File: config.mk
export PLATFORM = sky130hd
export DESIGN_NAME = pipe_skid_stage
export DESIGN_NICKNAME = d
export VERILOG_FILES = /design/src/rtl/pipe_pkg.sv /design/src/rtl/pipe_skid_stage.sv
export SDC_FILE = /design/constraint.sdc
export NUM_CORES = 1
export LEC_CHECK = 0
export CORE_ASPECT_RATIO = 2
export CORE_UTILIZATION = 35
export DETAILED_ROUTE_END_ITERATION = 8
export GPL_TIMING_DRIVEN = 1
export PLACE_DENSITY = 0.68
export SYNTH_ARGS = -nofsm -noshare
export SYNTH_HDL_FRONTEND = slang
export SYNTH_SLANG_ARGS = --single-unit
File: constraint.sdc
create_clock -name clk_i -period 3.6 [get_ports clk_i]
set_clock_uncertainty 0.1 [all_clocks]
set_input_delay 0.36 -clock clk_i [delete_from_list [all_inputs] [get_ports clk_i]]
set_output_delay 0.36 -clock clk_i [all_outputs]
set_load 0.05 [all_outputs]
File: src/rtl/pipe_pkg.sv
// rtl/pipe_pkg.sv - shared state encoding and payload widths for pipeline stage registers
package pipe_pkg;

  typedef enum logic [1:0] {
    EMPTY = 2'd0,
    ONE   = 2'd1,
    FULL  = 2'd2
  } stage_state_e;

  localparam int ALU_W     = 32;
  localparam int REG_IDX_W = 5;
  localparam int OP_W      = 3;

  // EX/MEM: alu_result + rs2_data + rs2 + rsd + op; MEM/WB: alu_result + mem_data + rsd + op
  localparam int EX_MEM_W = ALU_W + ALU_W + REG_IDX_W + REG_IDX_W + OP_W;
  localparam int MEM_WB_W = ALU_W + ALU_W + REG_IDX_W + OP_W;

endpackage

File: src/rtl/pipe_skid_stage.sv
// rtl/pipe_skid_stage.sv - two-entry elastic pipeline register with stall, flush and occupancy
module pipe_skid_stage
  import pipe_pkg::*;
#(
  parameter int DATA_W     = EX_MEM_W,
  parameter bit CLEAR_DATA = 1'b1
) (
  input  logic              clk_i,
  input  logic              rst_i,
  input  logic              stall_i,
  input  logic              flush_i,
  input  logic              in_valid_i,
  output logic              in_ready_o,
  input  logic [DATA_W-1:0] in_data_i,
  output logic              out_valid_o,
  input  logic              out_ready_i,
  output logic [DATA_W-1:0] out_data_o,
  output logic [1:0]        occupancy_o
);

  stage_state_e      state_q;
  logic [DATA_W-1:0] main_q;
  logic [DATA_W-1:0] skid_q;
  logic              accept;
  logic              emit;

  // Handshake outputs decode straight from the state register, so in_ready_o never depends on out_ready_i.
  assign in_ready_o  = (state_q != FULL);
  assign out_valid_o = (state_q != EMPTY);
  assign out_data_o  = main_q;

  always_comb begin
    occupancy_o = 2'd0;
    case (state_q)
      ONE:     occupancy_o = 2'd1;
      FULL:    occupancy_o = 2'd2;
      default: occupancy_o = 2'd0;
    endcase
  end

  assign accept = in_valid_i & in_ready_o & ~stall_i;
  assign emit   = out_valid_o & out_ready_i & ~stall_i;

  always_ff @(posedge clk_i or negedge rst_i) begin
    if (!rst_i) begin
      state_q <= EMPTY;
      main_q  <= '0;
      skid_q  <= '0;
    end else if (flush_i) begin
      state_q <= EMPTY;
      if (CLEAR_DATA) begin
        main_q <= '0;
        skid_q <= '0;
      end
    end else if (!stall_i) begin
      case (state_q)
        EMPTY: begin
          if (accept) begin
            state_q <= ONE;
            main_q  <= in_data_i;
          end
        end
        ONE: begin
          if (accept && emit) begin
            main_q <= in_data_i;
          end else if (accept) begin
            state_q <= FULL;
            skid_q  <= in_data_i;
          end else if (emit) begin
            state_q <= EMPTY;
          end
        end
        FULL: begin
          // Skid entry is younger, so it only ever moves into main; it never bypasses it.
          if (emit) begin
            state_q <= ONE;
            main_q  <= skid_q;
          end
        end
        default: state_q <= EMPTY;
      endcase
    end
  end

endmodule

==> results of run 1 <==
-- path summary, 6_finish.rpt --
check / start / endpoint / slack (ns) / depth (start not counted)
min in group asynchronous: rst_i / out_data_o[36] / 0.35 / 2
max in group asynchronous: rst_i / skid_q[6] / 2.15 / 3
setup / recovery: state_q[0] / in_ready_o / 0.85 / 4
hold reg to reg: skid_q[2] / skid_q[2] / 0.42 / 2
setup reg to reg: state_q[0] / skid_q[19] / 1.06 / 7
hold / removal: flush_i / skid_q[42] / 0.34 / 2
-- cell type report --
type / instances / area share
Antenna cell: 2 / 0.0005120
Clock buffer: 19 / 0.04633
Clock inverter: 12 / 0.01651
Inverter: 5 / 0.001920
Multi-Input combinational cell: 485 / 0.3168
Sequential cell: 156 / 0.3993
Tap cell: 266 / 0.03405
Timing Repair Buffer: 177 / 0.1846
-- synthesized netlist by cell type (2+ instances only) --
master	instances	area, um^2
a211oi_1	47	352.8
a211oi_2	30	375.4
a21oi_1	154	770.7
a21oi_2	2	17.52
buf_2	26	130.1
buf_4	4	30.03
buf_6	4	45.04
clkbuf_1	34	127.6
dfrtp_1	156	3904
ha_1	5	62.56
inv_1	5	18.77
mux2_2	2	22.52
mux2i_1	78	780.8
nand2_1	154	578.1
nand2b_1	2	12.51
nand4bb_1	2	22.52
nor2_1	3	11.26
-- where the power goes --
part           switching, uW  internal (uW)  total [uW]
clock                    739           1130        1870
combinational            767            409        1180
sequential              76.1           1870        1950
total                   1580           3410        4990
-- logic make-up after synthesis --
| kind of cell | synth area share |
|---|---|
| AO/OA/AOI/OAI | 0.2120 |
| AND/OR/NAND/NOR | 0.08694 |
| flip-flops | 0.5340 |
| multiplexers | 0.1099 |
| buffers and inverters | 0.04860 |
| adder cells (fa/ha/maj) | 0.008557 |
-- layer usage --
layer | GRT usage | vias up | wire [um]
met5 | 0 | - | 0
met4 | 0.1005 | 0 | 525
met3 | 0.02617 | 26 | 613
met2 | 0.3379 | 151 | 10750
met1 | 0.2263 | 2908 | 8570
li1 | - | 2763 | -
-- registers in the layout, summed over array words and instances, names as in the netlist --
name        flops
out_data_o     77
state_q         2
skid_q         77
-- worst register-to-register path, cell delays in order (launching register included) --
cell	delay [ns]
dfrtp_1	0.41
inv_1	0.17
ha_4	0.44
nand4bb_1	0.29
nand2b_4	0.47
buf_12	0.30
nand2_1	0.09
a21oi_1	0.17
-- through the flow --
step,total power (uW),hold WS (ns)
2_1_floorplan,2689,-0.03559
4_1_cts,5042,0.3619
5_1_grt,5175,0.3759
3_5_place_dp,3157,0.2390
6_report,4992,0.3418
3_3_place_gp,3148,0.2424
-- timing repair --
action                    CTS  global route
gates resized for setup     0             0
hold buffers                1             0
hold endpoints to repair   49             0
==> results.cfg, run 1 <==
[placement]
post-dp-hpwl_um = 12340
dpl_worst_slack_ns = 1.062
placed_area_um2 = 9146
io_buffers = 163
place.gp.congestion = 0.7435
place_inst = 1088

[sta]
setup_ws_ns = 0.8505
maxSlewHeadroom = 0.4849
fmax_mhz = 363.7
post-route-period-util = 0.7637
rsz0062_at_grt = false
tns_ns = 0
slew_violations = 0
final_hold_viol_count = 0
min_period_ns = 2.749
setup_violations = 0
tightest_slew_ns = 0.7726

[setup_path]
worst_setup_path_start_kind = flip-flop
cp.required_ns = 3.14
arrival_ns = 2.29
crit_type = flip-flop to output pin
path_delay_family = buffers and inverters
crit_top_cell = inv_1
endpoint_kind = output pin
cp.buffers_inverters = 3
crit_chain = inv_1 -> ha_4 -> inv_1 -> clkdlybuf4s50_1
slowest_stage = clkdlybuf4s50_1
cp_max_fo = 24
max_stage_delay_ns = 0.72

[floorplanning]
start_util = 0.3573
die_area_um2 = 21500
chipHeight_um = 206.4
pin_count = 164
num_rows = 74
dieWidth_um = 104.2
coreArea_um2 = 20460

[clocking]
cts_buffers = 17
worstSkewPairLatency_ns = 0.42
cts_buffer_depth = 2
clk_pin_slew_worst_paths_ns = 0.07
tritoncts = done
cts_sinks = 156
cts_setup_buffers = 0
cts_max_level = 4
root_buffer = clkbuf_16

[route]
routed_wl_um = 20460
routedWlPerCell_um = 18.24
drcViolationCount = 0
drt_pass1_iterations = 5
drtIter0Drc = 360
vias_per_cell = 5.212
ant_nets = 0
via_count = 5848

[synthesis]
synth_edf_count = 0
syn_nets = 803
yosys_most_used_dff = dfrtp_1
ys_types = 24
synthArstFlopShare = 1.000
ys_seq_area_frac = 0.5340
netlist_instances = 715
ys_warn_count = 0
synthesis.area_um2 = 7311
synth-seq-cells = 156
syn_avg_cell_area_um2 = 10.22

[global_route]
grt_pass1_vias = 5888
track_usage = 0.1918
gr-total-overflow = 0
grt_max_degree = 87
grt_pass1_wl_um = 31950
antenna_found_initial = 2

[finish]
final-seq-area_um2 = 3904
fillCellCount = 1874
layout_common_cells = clkdlybuf4s50_1 (161), dfrtp_1 (156), a21oi_1 (154), nand2_1 (154), mux2i_1 (78)
drive_gt1_frac = 0.09836
postLayoutCellArea_um2 = 9776
fin_util = 0.4777
multiInputGateArea_um2 = 3097
layout_commonest_cell = clkdlybuf4s50_1
syn_to_final_growth_pct = 33.72
final_nets = 930
finalNonFillerCells = 1122

[hold_path]
hold_class = input pin to flip-flop

[run_status]
outcome = complete, no violations

[power]
leakage_uw = 0.003718
p_per_area_nw_per_um2 = 510.7
ir_drop_v = 0.0002722

[flow_run]
cap_violations = 0
No activity file was read; power rests on OpenSTA's default activity.
==> run 2, diff against run 1 <==
==> constraint.sdc (replaced) <==
create_clock -name clk_i -period 2.59 [get_ports clk_i]
set_clock_uncertainty 0.1 [all_clocks]
set_input_delay 0.259 -clock clk_i [delete_from_list [all_inputs] [get_ports clk_i]]
set_output_delay 0.259 -clock clk_i [all_outputs]
set_load 0.05 [all_outputs]
==> results.cfg, run 2 (synthesized netlist as in run 1, its figures left out) <==
[run_status]
outcome = complete, no violations

[clocking]
worstSkewPairLatency_ns = 0.42
cts_sinks = 156
cts_buffer_depth = 2
root_buffer = clkbuf_16
cts_setup_buffers = 0
tritoncts = done
clk_pin_slew_worst_paths_ns = 0.06
cts_max_level = 4
cts_buffers = 17

[finish]
multiInputGateArea_um2 = 3097
fillCellCount = 1914
final-seq-area_um2 = 3904
postLayoutCellArea_um2 = 9813
final_nets = 935
layout_common_cells = clkdlybuf4s50_1 (159), dfrtp_1 (156), a21oi_1 (154), nand2_1 (154), mux2i_1 (78)
layout_commonest_cell = clkdlybuf4s50_1
drive_gt1_frac = 0.1026
syn_to_final_growth_pct = 34.23

[route]
routedWlPerCell_um = 17.82
via_count = 5834
drcViolationCount = 0
drt_pass1_iterations = 5
routed_wl_um = 20040
vias_per_cell = 5.186
drtIter0Drc = 273
ant_nets = 0

[sta]
maxSlewHeadroom = 0.4876
timing.hold.ws_ns = 0.2200
min_period_ns = 2.498
tns_ns = 0
tightest_slew_ns = 0.7686
final_hold_viol_count = 0
post-route-period-util = 0.9645
rsz0062_at_grt = false
slew_violations = 0
fmax_mhz = 400.3
setup_violations = 0

[global_route]
grt_pass1_wl_um = 31330
antenna_found_initial = 1
track_usage = 0.1897
grt_max_degree = 78
grt_pass1_vias = 5824
gr-total-overflow = 0

[setup_path]
worst_setup_path_start_kind = flip-flop
cp.required_ns = 2.23
endpoint_kind = output pin
cp_max_fo = 4
arrival_ns = 2.14
crit_type = flip-flop to output pin

[floorplanning]
chipHeight_um = 206.4
num_rows = 74
start_util = 0.3573
pin_count = 164
coreArea_um2 = 20460
die_area_um2 = 21500
dieWidth_um = 104.2

[power]
ir_drop_v = 0.0004241
p_per_area_nw_per_um2 = 695.1
leakage_uw = 0.003753

[placement]
io_buffers = 163
place.gp.congestion = 0.7645
placed_area_um2 = 9219
post-dp-hpwl_um = 12610

[hold_path]
hold_class = input pin to asynchronous set/reset pin

[flow_run]
cap_violations = 0
[run 2: changes by cell type in the layout (fill, tap and decap cells not counted), sizes merged]
cell	before	now
buf	15	21
clkinv	3	6
clkdlybuf4s50	161	159
inv	8	5
dlymetal6s2s	0	1
diode	2	1
clkbuf	19	18
[run 2: cell type report]
type	instances	share of cell area
flip-flops and latches	156	0.3978
multi-input cells	485	0.3156
repair buffers	182	0.1915
clock buffers	18	0.04373
well taps	266	0.03392
clock inverters	12	0.01530
inverters	5	0.001913
diodes	1	0.0002550
[run 2: power breakdown]
part | switching, uW | internal, uW
clock network | 980 | 1500
registers | 111 | 2600
logic | 1050 | 581
[run 2: metrics by stage]
stage	instances	total power (uW)	utilization	worst slack (ns)
2_1_floorplan	715	3738	-	0.3965
3_3_place_gp	1093	4378	0.4505	0.3961
3_5_place_dp	1093	4398	0.4505	0.2978
4_1_cts	1124	6893	0.4793	0.004664
5_1_grt	1125	7084	0.4796	0.007306
6_report	1125	6821	0.4796	0.09203
[run 2: final timing paths]
check,startpoint,end,slack (ns),cells past startpoint
worst max-delay path,state_q[1],occupancy_o[0],0.09,3
worst min register to register,skid_q[3],skid_q[3],0.42,2
worst min-delay path,rst_i,skid_q[36],0.22,2
max in group asynchronous,rst_i,out_data_o[58],1.46,3
min in group clk_i,flush_i,skid_q[42],0.22,2
worst max register to register,state_q[0],out_data_o[28],0.25,7
[run 2: layer usage]
layer  part of all wire  up-vias  track usage  wire, um
li1                   -     2765            -         -
met5                  0        -            0         0
met1               0.40     2883       0.2287      8079
met3              0.033       32      0.03532       653
met2               0.53      154       0.3245     10700
met4              0.031        0      0.09286       612
[run 2: repair_timing]
item                                    CTS  global route
hold buffers                              1             0
endpoints found under the setup margin    0             1
hold endpoints to repair                 40             0
resized for setup                         0             1
[run 2: critical path, stage by stage (launching register included)]
cell and delay, ns:
dfrtp_1 0.44, inv_1 0.13, ha_1 0.29, clkdlybuf4s50_1 0.85
